[config.mk]
export PLATFORM = sky130hd
export DESIGN_NAME = regfile_write_demux_8x32
export DESIGN_NICKNAME = d
export VERILOG_FILES = /design/src/rtl/regfile_write_demux_8x32.sv
export SDC_FILE = /design/constraint.sdc
export NUM_CORES = 1
export LEC_CHECK = 0
export CAP_MARGIN = 20
export CORE_MARGIN = 2
export CORE_UTILIZATION = 36
export DETAILED_ROUTE_END_ITERATION = 10
export MAX_ROUTING_LAYER = met4
export PLACE_DENSITY = 0.67
export SLEW_MARGIN = 20
export SYNTH_ARGS = -nofsm -noshare
export SYNTH_HDL_FRONTEND = slang
export SYNTH_SLANG_ARGS = --single-unit
[constraint.sdc]
create_clock -name clk -period 1.4 [get_ports clk]
set_input_delay 0.28 -clock clk [delete_from_list [all_inputs] [get_ports clk]]
set_output_delay 0.28 -clock clk [all_outputs]
set_load 0.02 [all_outputs]
[src/rtl/regfile_write_demux_8x32.sv]
// Write side of the 8x32 register file: handshaked byte-enabled word writes
// plus a one-register-per-cycle bulk-clear sequencer.
module regfile_write_demux_8x32 #(
  parameter int unsigned WIDTH     = 32,
  parameter int unsigned DEPTH     = 8,
  parameter bit          ZERO_REG0 = 1'b1
) (
  input  logic                        clk,
  input  logic                        rst_n,
  input  logic                        wr_valid,
  output logic                        wr_ready,
  input  logic [$clog2(DEPTH)-1:0]    wr_addr,
  input  logic [WIDTH-1:0]            wr_data,
  input  logic [WIDTH/8-1:0]          wr_be,
  input  logic                        clr_req,
  output logic [DEPTH-1:0][WIDTH-1:0] regs,
  output logic                        wr_ack,
  output logic                        busy,
  output logic                        clr_done
);

  localparam int unsigned   AW       = $clog2(DEPTH);
  localparam int unsigned   NB       = WIDTH / 8;
  localparam logic [AW-1:0] LAST_IDX = AW'(DEPTH - 1);

  typedef enum logic [0:0] {
    IDLE  = 1'b0,
    CLEAR = 1'b1
  } state_t;

  state_t        state;
  state_t        state_next;
  logic [AW-1:0] idx;
  logic [AW-1:0] idx_next;
  logic          accept;
  logic          sweep;
  logic          sweep_last;

  // Ready depends on state alone so the requester never sees a combinational loop.
  assign wr_ready = (state == IDLE);

  // Next-state and per-cycle strobes.
  always_comb begin
    state_next = state;
    idx_next   = idx;
    accept     = 1'b0;
    sweep      = 1'b0;
    sweep_last = 1'b0;
    case (state)
      IDLE: begin
        accept = wr_valid;
        if (clr_req) begin
          state_next = CLEAR;
          idx_next   = '0;
        end
      end
      CLEAR: begin
        sweep = 1'b1;
        if (idx == LAST_IDX) begin
          sweep_last = 1'b1;
          state_next = IDLE;
          idx_next   = '0;
        end else begin
          idx_next = idx + AW'(1);
        end
      end
      default: begin
        state_next = IDLE;
        idx_next   = '0;
      end
    endcase
  end

  // Control state and registered status outputs.
  always_ff @(posedge clk or negedge rst_n) begin
    if (!rst_n) begin
      state    <= IDLE;
      idx      <= '0;
      wr_ack   <= 1'b0;
      busy     <= 1'b0;
      clr_done <= 1'b0;
    end else begin
      state    <= state_next;
      idx      <= idx_next;
      wr_ack   <= accept;
      busy     <= (state_next == CLEAR);
      clr_done <= sweep_last;
    end
  end

  // Register array: writes and sweep never coincide since they live in different states.
  always_ff @(posedge clk or negedge rst_n) begin
    if (!rst_n) begin
      regs <= '0;
    end else begin
      if (sweep) begin
        regs[idx] <= '0;
      end
      if (accept) begin
        for (int unsigned b = 0; b < NB; b++) begin
          if (wr_be[b]) begin
            regs[wr_addr][8*b +: 8] <= wr_data[8*b +: 8];
          end
        end
      end
      if (ZERO_REG0) begin
        regs[0] <= '0;
      end
    end
  end

endmodule

# After elaboration in Yosys (flattened, before gate mapping)
# Cells that the tools add are included.
[word_totals] wordCells=56 out_inout_bits=260 register_bits=230 in_bits=43
[op_classes] bitwise=3 n_eq_ne=2 n_addsub=1 mux=33 n_reduce_logical=2 magnitude_cmp=4
[op_table] cell="256-bit 2-to-1 mux" count=9
[op_table] cell="256-bit bitwise mux" count=4
[op_table] cell="32-bit demux with 3-bit select" count=5
[op_table] cell="256-bit AND" count=1
[op_table] cell="256-bit NOT" count=1
[op_table] cell="32-bit 2-to-1 mux" count=2
[op_table] cell="24-bit 2-to-1 mux" count=1
[op_table] cell="16-bit 2-to-1 mux" count=1
[op_table] cell="3-bit by 4-bit less-than comparator with 1-bit output, second input constant" count=2
[op_table] cell="8-bit 2-to-1 mux" count=1
[op_table] cell="3-bit by 1-bit greater-or-equal comparator with 1-bit output, second input constant" count=2
[op_table] cell="1-bit 2-to-1 mux" count=6
[op_table] cell="3-bit 2-to-1 mux" count=2
[op_table] cell="3-bit one-hot mux with 2 select lines" count=1
[op_table] cell="3-bit by 1-bit adder with 3-bit output, second input constant" count=1
[op_table] cell="3-bit == test, second input constant" count=1
[op_table] cell="1-bit logical AND" count=2
[op_table] cell="2-bit by 1-bit != test with 1-bit output, second input constant" count=1
[op_table] cell="1-bit one-hot mux with 2 select lines" count=1
[op_table] cell="1-bit NOT" count=1

# Longest topological paths before layout
[logic_depth] ltp_word=19 mapped_depth=6 mapped_depth_nobuf=4

# Least setup slack after synthesis
# Ideal clock, no wire load.
[synth_path] path_kind="register to register" start="register state" end="register regs[240] (netlist bit)" arrival_time_ps=1409 setup_ps=131 slack_ps=-140 stages_incl_launch_ff=7 n_path_buf=3 period_less_slack_ps=1540 required_time_ps=1269 cell_sequence="dfrtp_1 -> buf_4 -> and4b_1 -> buf_2 -> and2_0 -> clkbuf_1 -> o21ai_0"
[synth_via] elab_chain_len=14 elab_cells_between_ends=15 cone_classes="mux: 15"
[synth_rtl] item="start: declaration" line_no="31" text="state_t state;"
[synth_rtl] item="start signal: assignment" line_no="83" text="state <= state_next;"
[synth_rtl] item="1-bit 2-to-1 mux" line_no="49" text="case (state)"
[synth_rtl] item="256-bit 2-to-1 mux" line_no="96" text="if (sweep) begin"
[synth_rtl] item="256-bit bitwise mux" line_no="102" text="regs[wr_addr][8*b +: 8] <= wr_data[8*b +: 8];"
[synth_rtl] item="256-bit 2-to-1 mux" line_no="101" text="if (wr_be[b]) begin"
[synth_rtl] item="256-bit 2-to-1 mux" line_no="99" text="if (accept) begin"
[synth_rtl] item="256-bit bitwise mux" line_no="102"
[synth_rtl] item="256-bit 2-to-1 mux" line_no="101"
[synth_rtl] item="256-bit 2-to-1 mux" line_no="99"
[synth_rtl] item="256-bit bitwise mux" line_no="102"
[synth_rtl] item="256-bit 2-to-1 mux" line_no="101"
[synth_rtl] item="256-bit 2-to-1 mux" line_no="99"
[synth_rtl] item="256-bit bitwise mux" line_no="102"
[synth_rtl] item="256-bit 2-to-1 mux" line_no="101"
[synth_rtl] item="256-bit 2-to-1 mux *" line_no="99"
[synth_rtl] item="end signal: indexed assignment" line_no="102"
[synth_rtl] item="end: declaration" line_no="16" text="output logic [DEPTH-1:0][WIDTH-1:0] regs,"
# Every way passes the cells marked *; elsewhere a longest branch is shown, timed or not. The select of a mux whose other input is x is not followed.
# A chain may end at the register's enable or synchronous reset.

# Final worst setup path
[layout_path] start="register state" end="register regs[174] (netlist bit)"
# The elaborated chain is that of the path after synthesis.

==> out/metrics.cfg <==
[worst_setup_path]
reg2reg_to = regs[174]
regToRegSetupSlack_ps = -160
arrival_ps = 1950
r2r-start = state
required_ps = 1790
crit_start = state
worst-r2r-cell-count = 5
crit_type = register to register
slowest_delay_ps = 460
crit_fanout = 8
crit_chain = buf_6, and4b_2, buf_8, and2_4, o21ai_0
crit_buf_inv = 2
crit_cells = 5
critPathTopFamily = simple AND/OR/NAND/NOR gates
cp-start-kind = register
crit_path_end = regs[174]
worst_path_max_delay_cell = dfrtp_2
end_kind = register

[power_and_ir_drop]
combPwrFrac = 0.400
p_sw_w = 0.0112
p_clk_frac = 0.240
intPower_w = 0.0173
cellPowerDensity_nw_per_um2 = 1900
switching_share = 0.394
ir_drop_v = 0.00113
power_frac_seq = 0.360
power_leakage_nw = 7.44

[drt]
num_vias = 9622
first_iter_violations = 864
remaining_drc_errors = 0
routed_wl_mm = 40.6
dr.pass1.iters = 5
wl_per_cell_um = 22.0
ant_nets = 0
vias_per_cell = 5.22

[sta]
whs_ps = 281
hold_violations = 0
skew_ps = 8.23
post-route-period-util = 1.11
fmax_mhz = 642
setup_viol = 226
rsz0062_at_grt = true
drv_slew = 0
period_needed_ps = 1560
fin_ws_ps = -158

[global_routing]
grt_pass1_wl_mm = 57.7
antenna_found_initial = 0
grt_max_degree = 55
grt_util_all_layers = 0.273
overflow = 0
grt_pass1_vias = 9058

[synthesis]
netlist_top_cells_area = dfrtp_1 57%, nand3_1 9.5%, nand2_1 8.5%
synth_top_area_share = 0.570
synth_cell_types = 22
netlist_area_um2 = 10100
yosys_warnings = 0
synth.largest_area_cell = dfrtp_1
ys_ff_latch = 230
postSynthCellCount = 1099
syn_avg_cell_area_um2 = 9.19
synth_seq_area_share = 0.570

[cells_and_area]
nNetsFinal = 1492
drive_gt1_frac = 0.369
layout_common_cells = 230 x nand2_1, 229 x dfrtp_1, 215 x buf_2
n_fill_cell = 2519
final_area_um2 = 15000
fin_util = 0.540
final_common_cell = nand2_1
area_delta_synth_final_pct = 48.0
final_cells = 1843

[placement]
placed_area_um2 = 14200
gp_congestion = 0.873
placedCellCount = 1768
hpwlAfterDp_mm = 26.6
place_ws_ps = -717
portBuffers = 270

[die]
die_area_um2 = 29400
row_count = 61
coreArea_um2 = 27700
die_h_um = 172
die_w_um = 172
io_pins = 303
start_util = 0.365

[clock_network]
cts_max_path_buffers = 3
cts_buffers = 24
cts.sinks = 230
cts_root_buffer = clkbuf_16
cts_tree = yes
clkTransAtPathRegs_ps = 60
clk_latency_ps = 520
h-tree-depth = 1

[status]
status = finished, violations left
violations = setup timing

[worst_hold_path]
hold_class = primary input to async pin

[flow_run]
maxCapViolations = 0

cell usage after synthesis:
cell type,count
dfrtp_1,230
nand2_1,230
nand3_1,192
o21ai_0,172
clkbuf_1,54
buf_2,43
buf_4,33
inv_1,33
mux2i_1,32
and2_1,27
o21ai_1,23
nor2b_1,6
and4b_1,4
nand4bb_1,4
and2_0,3
nand4b_1,3
nor2_1,3
ha_1,2
nor4b_4,2
conb_1,1
nand4_1,1
nor2_2,1
how the worst min path moves through the flow:
| stage | slack (ps) | cells after the start | startpoint | end |
|---|---|---|---|---|
| 2_1_floorplan | -20 | 0 | rst_n | clr_done |
| 3_3_place_gp | 240 | 1 | rst_n | regs[93] |
| 6_report | 280 | 2 | rst_n | regs[89] |
| 4_1_cts | 290 | 2 | rst_n | regs[89] |
| 3_5_place_dp | 240 | 1 | rst_n | regs[89] |
| 5_1_grt | 330 | 2 | rst_n | regs[92] |
routing by layer:
metal / global-route usage / vias to the layer above / routed length (µm)
li1: - / 4316 / -
met1: 0.348 / 4753 / 16200
met2: 0.422 / 449 / 19300
met3: 0.0575 / 104 / 3190
met4: 0.118 / 0 / 1910
met5: - / - / 0
area by class of cell:
| type | instances | area, µm² | share of cell area |
|---|---|---|---|
| Antenna cell | 1 | 2.50 | 0.000167 |
| Clock buffer | 36 | 727 | 0.0486 |
| Clock inverter | 7 | 113 | 0.00753 |
| Inverter | 33 | 124 | 0.00828 |
| Multi-Input combinational cell | 737 | 4110 | 0.275 |
| Sequential cell | 230 | 5760 | 0.385 |
| Tap cell | 378 | 473 | 0.0316 |
| Timing Repair Buffer | 421 | 3650 | 0.244 |
power by group through the flow:
stage / clock network, W / logic (W) / registers (W)
floorplan: 0 / 0.00281 / 0.0127
global placement: 0 / 0.0116 / 0.0104
detailed placement: 0 / 0.0117 / 0.0104
CTS: 0.00687 / 0.0103 / 0.0102
global route: 0.00720 / 0.0122 / 0.0105
finish: 0.00682 / 0.0114 / 0.0103
state kept, by name (all words and copies together) (netlist names):
| signal | count |
|---|---|
| regs | 224 |
| idx | 3 |
| clr_done | 1 |
| state | 1 |
| wr_ack | 1 |
cells by family after synthesis:
group           count (synthesis)  synth area share
compound gates                195            0.0966
buf+inv                       163            0.0782
simple gates                  476             0.221
mux                            32            0.0317
fa+ha+maj                       2           0.00248
flops                         230             0.570
other cells                     1          0.000371
per-stage QoR:
stage / setup TNS [ps] / power [W]
floorplan: -1240 / 0.0155
global placement: -121670 / 0.0219
detailed placement: -129140 / 0.0221
CTS: -14720 / 0.0273
global route: -31450 / 0.0299
finish: -20150 / 0.0285
what timing repair did:
item	CTS	global route
gates cloned	3	11
hold buffers	1	0
buffers inserted	4	13
gates resized for setup	1093	142
pin swaps	36	64
hold endpoints to repair	44	0
endpoints found under the setup margin	452	244
Note: power is estimated with default switching activity, not from simulation.
